--- src/rtl/piso_tx.sv ---
// MSB-first parallel-in serial-out transmitter with a valid/ready load handshake.
// Build with PISO_TX_PARITY_EN defined to append an even-parity bit to every frame.
module piso_tx #(
    parameter int WIDTH = 4
) (
    input  logic             clk,
    input  logic             rst_n,
    input  logic [WIDTH-1:0] pdata,
    input  logic             load_valid,
    output logic             load_ready,
    output logic             sout,
    output logic             sout_valid,
    output logic             busy,
    output logic             frame_done
);

`ifdef PISO_TX_PARITY_EN
    localparam int FRAME_LEN = WIDTH + 1;
`else
    localparam int FRAME_LEN = WIDTH;
`endif
    // Bits still to send after the one placed on sout at accept time.
    localparam int SH_W  = FRAME_LEN - 1;
    localparam int CNT_W = (FRAME_LEN > 1) ? $clog2(FRAME_LEN) : 1;

    typedef enum logic {IDLE, SHIFT} state_t;

    state_t           state_reg;
    logic [CNT_W-1:0] cnt_reg;
    logic [SH_W-1:0]  shift_reg;
    logic [SH_W-1:0]  shift_load;
    logic             sout_reg;
    logic             sout_valid_reg;
    logic             last;
    logic             accept;

`ifdef PISO_TX_PARITY_EN
    // Parity is appended to the captured word, so later pdata changes cannot disturb it.
    assign shift_load = {pdata[WIDTH-2:0], ^pdata};
`else
    assign shift_load = pdata[WIDTH-2:0];
`endif

    assign last       = (state_reg == SHIFT) && (cnt_reg == CNT_W'(FRAME_LEN - 1));
    assign load_ready = (state_reg == IDLE) || last;
    assign accept     = load_valid && load_ready;

    always_ff @(posedge clk) begin
        if (!rst_n) begin
            state_reg      <= IDLE;
            cnt_reg        <= '0;
            shift_reg      <= '0;
            sout_reg       <= 1'b0;
            sout_valid_reg <= 1'b0;
        end else if (accept) begin
            // The first bit goes out directly; the rest wait in shift_reg.
            state_reg      <= SHIFT;
            cnt_reg        <= '0;
            shift_reg      <= shift_load;
            sout_reg       <= pdata[WIDTH-1];
            sout_valid_reg <= 1'b1;
        end else if (last) begin
            state_reg      <= IDLE;
            cnt_reg        <= '0;
            sout_reg       <= 1'b0;
            sout_valid_reg <= 1'b0;
        end else if (state_reg == SHIFT) begin
            cnt_reg        <= cnt_reg + CNT_W'(1);
            shift_reg      <= shift_reg << 1;
            sout_reg       <= shift_reg[SH_W-1];
        end
    end

    assign sout       = sout_reg;
    assign sout_valid = sout_valid_reg;
    assign busy       = sout_valid_reg;
    assign frame_done = last;

endmodule

--- config.mk ---
export PLATFORM = sky130hd
export DESIGN_NAME = piso_tx
export DESIGN_NICKNAME = d
export VERILOG_FILES = /design/src/rtl/piso_tx.sv
export SDC_FILE = /design/constraint.sdc
export NUM_CORES = 1
export LEC_CHECK = 0
export CAP_MARGIN = 20
export CELL_PAD_IN_SITES_DETAIL_PLACEMENT = 1
export CELL_PAD_IN_SITES_GLOBAL_PLACEMENT = 1
export CORE_AREA = 2 2 39 41
export CTS_CLUSTER_SIZE = 28
export DETAILED_ROUTE_END_ITERATION = 8
export DIE_AREA = 0 0 41 43
export HOLD_SLACK_MARGIN = 0.1
export PLACE_DENSITY = 0.66
export SLEW_MARGIN = 20
export SYNTH_ARGS = -nofsm -noshare
export SYNTH_HDL_FRONTEND = slang
export SYNTH_SLANG_ARGS = --single-unit
--- constraint.sdc ---
create_clock -name clk -period 1.6 [get_ports clk]
set_clock_uncertainty 0.1 [all_clocks]
set_input_delay 0.16 -clock clk [delete_from_list [all_inputs] [get_ports clk]]
set_output_delay 0.16 -clock clk [all_outputs]
set_load 0.02 [all_outputs]
==> qor.txt, run 1 <==
Outcome = completed
DRT Pass-1 Iters = 2
Crit Path Max Fanout = 4
Crit. End Element = primary output
Commonest cells in the netlist = dfxtp_1 (7), nand2_1 (4), inv_1 (3)
Post-Synthesis Cells = 36
WL final = 760 µm
CTS max path bufs = 2
Most numerous cell in the Yosys netlist = dfxtp_1
RSZ-0062 raised after global routing = false
Root buf cell = clkbuf_4
Residual DRC count = 0
Final worst slack = 0.06662 ns
Global-route wire length before repair = 1.228 mm
CORE AREA = 1384 µm²
FMAX = 652.2 MHz
Met1 WL = 360 µm
Die Height = 43 µm
Total track usage = 11.18%
WL met2 = 323 µm
CP Launch Point = cnt_reg[0]
HPWL Detailed = 538.3 µm
# hold bufs at CTS = 0
Area leader, netlist = dfxtp_1
Synth area leaders = dfxtp_1 (41%), mux2i_1 (5.9%), o211a_1 (5.9%)
Tightest Pin Transition = 0.2926 ns
Layout Nets = 59
Delay-heaviest family, CP = flip-flops
Final Cell Area = 484.2 µm²
Clock period minus worst slack = 1.533 ns
Pin count of the biggest net entering global routing = 10
CTS tree = yes
Placed standard-cell area = 460.4 µm²
CP required = 1.34 ns
Final setup viols = 0
Vias/cell = 4.576
Mapped cell area = 339.1 µm²
Ys async rst share = 0%
Pwr/cell area = 902.3 nW/µm²
Max-cap viol count = 0
Post-synth EDFFs = 0
Place WS = 0.06765 ns
RR Startpoint = cnt_reg[0]
Via count = 302
Tcrit/Tclk final = 95.84%
Die area = 1763 µm²
Worst reg-to-reg setup slack = 0.24 ns
Max-slew headroom = 80.43%
Total Power = 0.0004369 W
Register area share after synthesis = 41.33%
Syn nets = 44
Postcts setup bufs = 0
Overflow after GRT = 0
Num Clock Sinks = 7
Clk_lat worst skew = 0.26 ns
Die W = 41 µm
Startpoint types = register
Starting Density = 24.50%
Row count = 14
Cells on worst reg2reg path = 5
Worst-path cell chain = ha_1 > and2_2 > clkdlybuf4s15_1
Util after Layout = 34.99%
Max layer used = met4
Worst min path class = register to register
Worst r2r dst = sout
Max IR drop VDD = 0.3996 mV
Synth top area share = 41.33%
Synth Flop Type = dfxtp_1
I/O pin total = 12
Initial DRC Count = 2
Antenna viol nets, final = 0
Gpl congestion = 0.6558
Setup TNS = 0 ns
Arrival time worst endpoint = 1.27 ns
Vias in the first global route = 301
Yosys warns = 0
Layout Area Growth over Synthesis = 42.80%
Filler cell count in the final layout = 181
Port buffer count = 11
Netlist cell types = 21
Num CTS Buffers = 3
Area of the multi-input gates = 163.9 µm²
CP Depth = 3
Reg area = 140.1 µm²
Buf+Inv Stages, Crit Path = 1
Slowest Stage Delay on Critical Path = 0.32 ns
Routed WL per cell = 11.52 µm
Kind of critical path = register to primary output
Syn Area/Cell = 9.419 µm²
Leak = 0.2248 nW
H-tree Lvls = 1
Initial antenna violation count = 0
Max reg flops = 3
Flops & latches, synth = 7
Inserted Diodes = 0
Met3 WL = 40 µm
CP max stage cell = dfxtp_1
Ratio of cells with drive above 1 in the final layout = 12.00%
CP endpoint = frame_done
Max Slew Vio Count = 0
Clk pin slew, worst setup/hold paths = 0.05 ns
Final hold violation count = 0
==> power by group <==
part | internal [W] | total [W] | switching (W)
sequential | 0.000187 | 0.000196 | 0.00000903
clock | 0.0000953 | 0.000162 | 0.0000668
combinational | 0.0000428 | 0.0000790 | 0.0000362
total | 0.000325 | 0.000437 | 0.000112
==> per-layer routing <==
layer | track usage, % | vias up
li1 | - | 151
met1 | 12.34 | 134
met2 | 15.31 | 12
met3 | 3.141 | 5
met4 | 12.00 | 0
met5 | 0 | -
==> final cells by class <==
cell class	count	area share (%)
inverter	3	2.326
multi-input combinational	23	33.85
clock buffer	4	5.426
tap	16	4.134
sequential	7	28.94
timing repair buffer	13	25.32
==> per-stage QoR <==
stage	instances	hold WS, ns
2_1_floorplan	36	0.1738
3_3_place_gp	62	0.3880
3_5_place_dp	62	0.3891
4_1_cts	66	0.4093
5_1_grt	66	0.4123
6_report	66	0.4029
==> cells in the final DEF (no fill, tap or decap), types with 2 or more instances in the layout <==
master / n
a21boi_0: 2
buf_4: 2
clkbuf_4: 3
clkdlybuf4s15_1: 2
clkdlybuf4s50_1: 7
dfxtp_1: 7
dlygate4sd2_1: 2
inv_1: 3
mux2i_1: 2
nand2_1: 4
nor2_1: 2
o211a_1: 2
==> repair_timing <==
action | 4_1_cts | 5_1_grt
endpoints found under the setup margin | 4 | 2
gates resized for setup | 4 | 2
pin swaps | 0 | 0
==> worst min path at each step <==
| stage | from | end | cells past startpoint |
|---|---|---|---|
| after floorplan | rst_n | shift_reg[0] | 2 |
| after global placement | shift_reg[0] | shift_reg[1] | 1 |
| after detailed placement | shift_reg[1] | shift_reg[2] | 1 |
| after CTS | shift_reg[1] | shift_reg[2] | 1 |
| after global routing | shift_reg[1] | shift_reg[2] | 1 |
| final | shift_reg[1] | shift_reg[2] | 1 |
==> kinds of logic after synthesis <==
kind of cell / share of synthesized area, %
muxes: 5.904
and+or+nand+nor: 16.61
adders and majority gates: 3.689
buffers and inverters: 10.33
AOI/OAI and AO/OA: 22.14
DFF: 41.33
Note: power is estimated with default switching activity, not from simulation.
==> run 2, diff against run 1 <==
--- a/config.mk
+++ b/config.mk
@@ -9,12 +9,11 @@
 export CELL_PAD_IN_SITES_DETAIL_PLACEMENT = 1
 export CELL_PAD_IN_SITES_GLOBAL_PLACEMENT = 1
 export CORE_AREA = 2 2 39 41
-export CTS_CLUSTER_SIZE = 28
+export CTS_CLUSTER_SIZE = 10
 export DETAILED_ROUTE_END_ITERATION = 8
 export DIE_AREA = 0 0 41 43
 export HOLD_SLACK_MARGIN = 0.1
 export PLACE_DENSITY = 0.66
-export SLEW_MARGIN = 20
 export SYNTH_ARGS = -nofsm -noshare
 export SYNTH_HDL_FRONTEND = slang
 export SYNTH_SLANG_ARGS = --single-unit
==> results of run 2 <==
Final layout, timing and power as in run 1 (identical DEF).
